`src/rtl/ledstrip_pkg.sv`:
```
// Shared types and constants for the LED-strip text sequencer.
// The state enum and glyph column extraction live here so every file slices glyphs the same way.
package ledstrip_pkg;

  typedef enum logic [2:0] {
    S_IDLE,
    S_FETCH,
    S_EMIT,
    S_GAP,
    S_DONE
  } state_t;

  localparam int FONT_COLS = 5;
  localparam int FONT_ROWS = 7;
  localparam int GLYPH_W   = 35;
  localparam int ASCII_MIN = 32;

  // Column 0 sits in the top bits of the glyph word; bit 0 of each column is the top pixel row.
  function automatic logic [FONT_ROWS-1:0] glyph_col(input logic [GLYPH_W-1:0] glyph,
                                                    input logic [2:0] col);
    return glyph[GLYPH_W - 1 - FONT_ROWS * int'(col) -: FONT_ROWS];
  endfunction

endpackage

```
`src/rtl/ledstrip_text_buf.sv`:
```
// Text buffer: NUM_CHARS x 7-bit register file, one write port and one combinational read port.
// Reset fills every slot with ASCII space.
module ledstrip_text_buf
  import ledstrip_pkg::*;
#(
  parameter int NUM_CHARS = 8,
  parameter int IDX_W     = $clog2(NUM_CHARS)
) (
  input  logic                 clk,
  input  logic                 rst_n,
  input  logic                 wr_en,
  input  logic [IDX_W-1:0]     wr_addr,
  input  logic [FONT_ROWS-1:0] wr_data,
  input  logic [IDX_W-1:0]     rd_addr,
  output logic [FONT_ROWS-1:0] rd_data
);

  logic [FONT_ROWS-1:0] mem [NUM_CHARS];

  always_ff @(posedge clk or negedge rst_n) begin
    if (!rst_n) begin
      for (int i = 0; i < NUM_CHARS; i++) mem[i] <= 7'h20;
    end else if (wr_en) begin
      mem[wr_addr] <= wr_data;
    end
  end

  assign rd_data = mem[rd_addr];

endmodule

```
`src/rtl/ledstrip_text_sequencer.sv`:
```
// Glyph sequencer: fetches each buffered character's glyph and streams its columns plus gap columns.
// Optional macro LEDSTRIP_LOOP_EN: with start held high the message repeats as a continuous marquee.
module ledstrip_text_sequencer
  import ledstrip_pkg::*;
#(
  parameter int NUM_CHARS = 8,
  parameter int GAP_COLS  = 1,
  parameter int IDX_W     = $clog2(NUM_CHARS)
) (
  input  logic                 clk,
  input  logic                 rst_n,
  input  logic                 wr_en,
  input  logic [IDX_W-1:0]     wr_addr,
  input  logic [6:0]           wr_data,
  input  logic [IDX_W-1:0]     msg_last,
  input  logic                 start,
  output logic                 busy,
  output logic                 done,
  output logic [6:0]           rom_addr,
  input  logic [GLYPH_W-1:0]   rom_data,
  output logic                 col_valid,
  input  logic                 col_ready,
  output logic [6:0]           col_data,
  output logic                 col_last
);

  localparam logic [2:0] LAST_COL = 3'(FONT_COLS - 1);
  localparam logic [1:0] GAP_LAST = (GAP_COLS > 0) ? 2'(GAP_COLS - 1) : 2'd0;

  state_t               state;
  logic [IDX_W-1:0]     char_idx;
  logic [IDX_W-1:0]     last_idx;
  logic [GLYPH_W-1:0]   glyph;
  logic [2:0]           col_idx;
  logic [1:0]           gap_cnt;
  logic [6:0]           rom_addr_q;
  logic [6:0]           rd_data;
  logic                 final_char;
  logic                 char_end;

  ledstrip_text_buf #(
    .NUM_CHARS (NUM_CHARS),
    .IDX_W     (IDX_W)
  ) u_text_buf (
    .clk     (clk),
    .rst_n   (rst_n),
    .wr_en   (wr_en),
    .wr_addr (wr_addr),
    .wr_data (wr_data),
    .rd_addr (char_idx),
    .rd_data (rd_data)
  );

  // The ROM address follows the buffer only during FETCH so a write landing just before the fetch is seen.
  assign rom_addr   = (state == S_FETCH) ? rd_data : rom_addr_q;
  assign final_char = (char_idx == last_idx);

  always_comb begin
    char_end = 1'b0;
    if (col_valid && col_ready) begin
      if (state == S_EMIT && col_idx == LAST_COL && GAP_COLS == 0) char_end = 1'b1;
      if (state == S_GAP && gap_cnt == GAP_LAST)                   char_end = 1'b1;
    end
  end

  always_ff @(posedge clk or negedge rst_n) begin
    if (!rst_n) begin
      state      <= S_IDLE;
      char_idx   <= '0;
      last_idx   <= '0;
      glyph      <= '0;
      col_idx    <= '0;
      gap_cnt    <= '0;
      rom_addr_q <= '0;
      busy       <= 1'b0;
      done       <= 1'b0;
      col_valid  <= 1'b0;
      col_data   <= '0;
      col_last   <= 1'b0;
    end else begin
      done <= 1'b0;
      case (state)
        S_IDLE: begin
          if (start) begin
            last_idx <= msg_last;
            char_idx <= '0;
            busy     <= 1'b1;
            state    <= S_FETCH;
          end
        end
        S_FETCH: begin
          glyph      <= rom_data;
          rom_addr_q <= rd_data;
          col_idx    <= '0;
          col_valid  <= 1'b1;
          col_data   <= glyph_col(rom_data, 3'd0);
          col_last   <= 1'b0;
          state      <= S_EMIT;
        end
        S_EMIT: begin
          if (col_valid && col_ready) begin
            if (col_idx != LAST_COL) begin
              col_idx  <= col_idx + 3'd1;
              col_data <= glyph_col(glyph, col_idx + 3'd1);
              col_last <= (GAP_COLS == 0) && final_char && (col_idx + 3'd1 == LAST_COL);
            end else if (GAP_COLS > 0) begin
              gap_cnt  <= '0;
              col_data <= '0;
              col_last <= final_char && (GAP_LAST == 2'd0);
              state    <= S_GAP;
            end
          end
        end
        S_GAP: begin
          if (col_valid && col_ready && gap_cnt != GAP_LAST) begin
            gap_cnt  <= gap_cnt + 2'd1;
            col_last <= final_char && (gap_cnt + 2'd1 == GAP_LAST);
          end
        end
        S_DONE: begin
          busy  <= 1'b0;
          state <= S_IDLE;
        end
        default: state <= S_IDLE;
      endcase

      // Last column of a character: move on, wrap, or finish the pass.
      if (char_end) begin
        col_valid <= 1'b0;
        col_last  <= 1'b0;
        col_data  <= '0;
        if (!final_char) begin
          char_idx <= char_idx + IDX_W'(1);
          state    <= S_FETCH;
        end
`ifdef LEDSTRIP_LOOP_EN
        else if (start) begin
          char_idx <= '0;
          state    <= S_FETCH;
        end
`endif
        else begin
          done  <= 1'b1;
          state <= S_DONE;
        end
      end
    end
  end

endmodule

```
`config.mk`:
```
export PLATFORM = sky130hd
export DESIGN_NAME = ledstrip_text_sequencer
export DESIGN_NICKNAME = d
export VERILOG_FILES = /design/src/rtl/ledstrip_pkg.sv /design/src/rtl/ledstrip_text_buf.sv /design/src/rtl/ledstrip_text_sequencer.sv
export SDC_FILE = /design/constraint.sdc
export NUM_CORES = 1
export LEC_CHECK = 0
export CAP_MARGIN = 20
export CORE_MARGIN = 2
export CORE_UTILIZATION = 30
export DETAILED_ROUTE_END_ITERATION = 12
export GPL_ROUTABILITY_DRIVEN = 0
export PLACE_DENSITY = 0.47
export SYNTH_ARGS = -nofsm -noshare
export SYNTH_HDL_FRONTEND = slang
export SYNTH_SLANG_ARGS = --single-unit
```
`constraint.sdc`:
```
create_clock -name clk -period 4.9 [get_ports clk]
set_clock_uncertainty 0.05 [all_clocks]
set_input_delay 0.49 -clock clk [delete_from_list [all_inputs] [get_ports clk]]
set_output_delay 0.49 -clock clk [all_outputs]
set_load 0.05 [all_outputs]
```
==> results_dict.tcl <==
set metrics [dict create \
    hold_class "in -> async" \
    syn_avg_cell_area_sq_um 11.9 \
    slew_headroom_pct 35.4 \
    cp.required_ns 5.16 \
    viasPerCell 5.27 \
    die_y_microns 160 \
    rsz0062_at_grt "false" \
    dpl_worst_slack_ns 1.09 \
    yosysWarnings 0 \
    layout_commonest_cell "dfrtp_1" \
    drc 0 \
    finalNetCount 742 \
    die_w_microns 160 \
    postSynthCellCount 612 \
    rr_startpoint "col_idx[0]$_DFFE_PN0P_" \
    power_leakage_nw 3.53 \
    final_hold_viol_count 0 \
    rrSetupSlack_ns 1.05 \
    syn_nets 680 \
    grt_pass1_vias 5481 \
    grt_max_degree 57 \
    root_buffer "clkbuf_16" \
    endpoint_kind "register" \
    rows 56 \
    vias 5306 \
    fin_crit_sh_pct 78.6 \
    grt_antenna_before_repair 0 \
    dp_cells 972 \
    total_power_mw 2.68 \
    critical_path_class "reg -> reg" \
    core_sq_um 23600 \
    design_area_sq_um 8870 \
    critPathLaunch "col_idx[0]$_DFFE_PN0P_" \
    post_cts_buffers 0 \
    place_hpwl_mm 14.0 \
    diodes 0 \
    area_growth_pct 22.0 \
    drive_gt1_share_pct 29.1 \
    arrival_ns 4.11 \
    ant_nets 0 \
    power_density_nw_per_um2 302 \
    wl_mm 19.6 \
    final.setup.tns_ns 0 \
    yosys_register_bits 123 \
    rr_endpoint "col_data[5]$_DFFE_PN0P_" \
    cts_tree "done" \
    syn-cell-area_sq_um 7270 \
    worst_pin_slew_ns 0.965 \
    final_cells 1006 \
    wl_per_cell_microns 19.5 \
    clock-sinks 123 \
    dr.pass1.iters 4 \
    slew_viol_final 0 \
    cts_max_level 4 \
    drv_cap 0 \
    ctsResizeCount 0 \
    layout_setup_ws_ns 1.05 \
    drt_iter0_drc 283 \
    cts.clk_slew.worst_paths_ns 0.06 \
    synth-seq-area-share_pct 42.5 \
    grt_overflow_total 0 \
    io_buffers 70 \
    final_cell_mix "114 x dfrtp_1, 101 x mux2_2, 69 x clkdlybuf4s50_1" \
    insertion_delay_ns 0.42 \
    irDropWorstVdd_mv 0.198 \
    grt_pass1_wl_mm 31.2 \
    synth_edf_count 0 \
    period_minus_slack_ns 3.85 \
    max_freq_ghz 0.260 \
    groute.usage.overall_pct 15.8 \
    fillers 2320 \
    worst_hold_slack_ns 0.0705 \
    status "finished, final reports clean" \
    synth_cell_types 63 \
    crit_fanout 16 \
    crit_path_start_kind "register" \
    reg2reg_depth 12 \
    start_util_pct 30.8 \
    ios 71 \
    holdBufCountCts 0 \
    async_flop_share_pct 100 \
    setup_viol 0 \
    clk_path_buf_depth 2 \
    dpl_cell_area_sq_um 8240 \
    die-area_sq_um 25500 \
    utilization_pct 37.6 \
    numCtsBuffers 17 \
    synthFlopType "dfrtp_1" \
]
where the power goes:
part,internal [mW],total [mW],switching (mW)
clock network,0.733,1.26,0.532
registers,1.13,1.18,0.0490
logic,0.152,0.239,0.0866
area by class of cell:
type | count | area, sq um | share of cell area (%)
clock inverters | 14 | 156 | 1.76
multi-input cells | 438 | 3940 | 44.4
flip-flops and latches | 123 | 3090 | 34.8
repair buffers | 81 | 801 | 9.02
well taps | 319 | 399 | 4.50
clock buffers | 18 | 439 | 4.95
inverters | 13 | 48.8 | 0.550
logic make-up (layout without fill, tap and decap cells):
family                   after synthesis  after routing  synth area share [%]
AND/OR/NAND/NOR                      132            132                  9.05
AO/OA/AOI/OAI                        114            114                  10.6
adder cells (fa/ha/maj)               15             15                  2.58
buffers and inverters                 51            126                  3.46
flip-flops                           123            123                  42.5
XOR/XNOR                              10             10                  1.41
multiplexers                         167            167                  30.4
worst max-delay path, stage by stage, from the launching register on:
cell      delay (ns)
dfrtp_2         0.54
clkinv_1        0.29
ha_2            0.62
inv_1           0.24
ha_1            0.26
inv_1           0.06
ha_1            0.26
and2_1          0.21
a221oi_4        0.44
nor3_1          0.18
nand3_1         0.14
o21ai_0         0.10
o32a_1          0.34
worst max path at each step:
stage	to	slack, ns	cells after the start
after floorplan	col_data[6]$_DFFE_PN0P_	1.03	17
after global placement	col_data[6]$_DFFE_PN0P_	1.22	12
after detailed placement	col_data[6]$_DFFE_PN0P_	1.09	12
after CTS	rom_addr[6]	0.99	4
after global routing	col_data[0]$_DFFE_PN0P_	0.78	10
final	col_data[5]$_DFFE_PN0P_	1.05	12
state kept, by name, summed over array words and instances, names as in the netlist:
signal,cells
rom_addr_q,7
glyph,35
done,1
state,3
char_idx,3
col_data,7
col_valid,1
busy,1
gap_cnt,2
col_last,1
col_idx,3
u_text_buf.mem,56
last_idx,3
metal layers:
layer / routed length [microns] / vias to the layer above / track usage [%]
met5: 0 / - / 0
met4: 380 / 0 / 5.00
met3: 1190 / 29 / 4.29
met2: 9030 / 154 / 23.9
met1: 9010 / 2686 / 22.0
li1: - / 2437 / -
synth_stat cells (all sizes together), types with 11 or more instances:
master / count / share of area (%)
nor3: 11 / 0.83
nand3: 11 / 0.76
clkbuf: 16 / 0.83
a21oi: 29 / 2.0
nand2: 42 / 2.2
inv: 12 / 0.62
nor2: 29 / 1.5
buf: 22 / 2.0
o21ai: 24 / 1.7
dfrtp: 115 / 40
mux2: 101 / 16
mux4: 33 / 10
ha: 15 / 2.6
mux2i: 33 / 4.5
No activity file was read; power rests on OpenSTA's default activity.
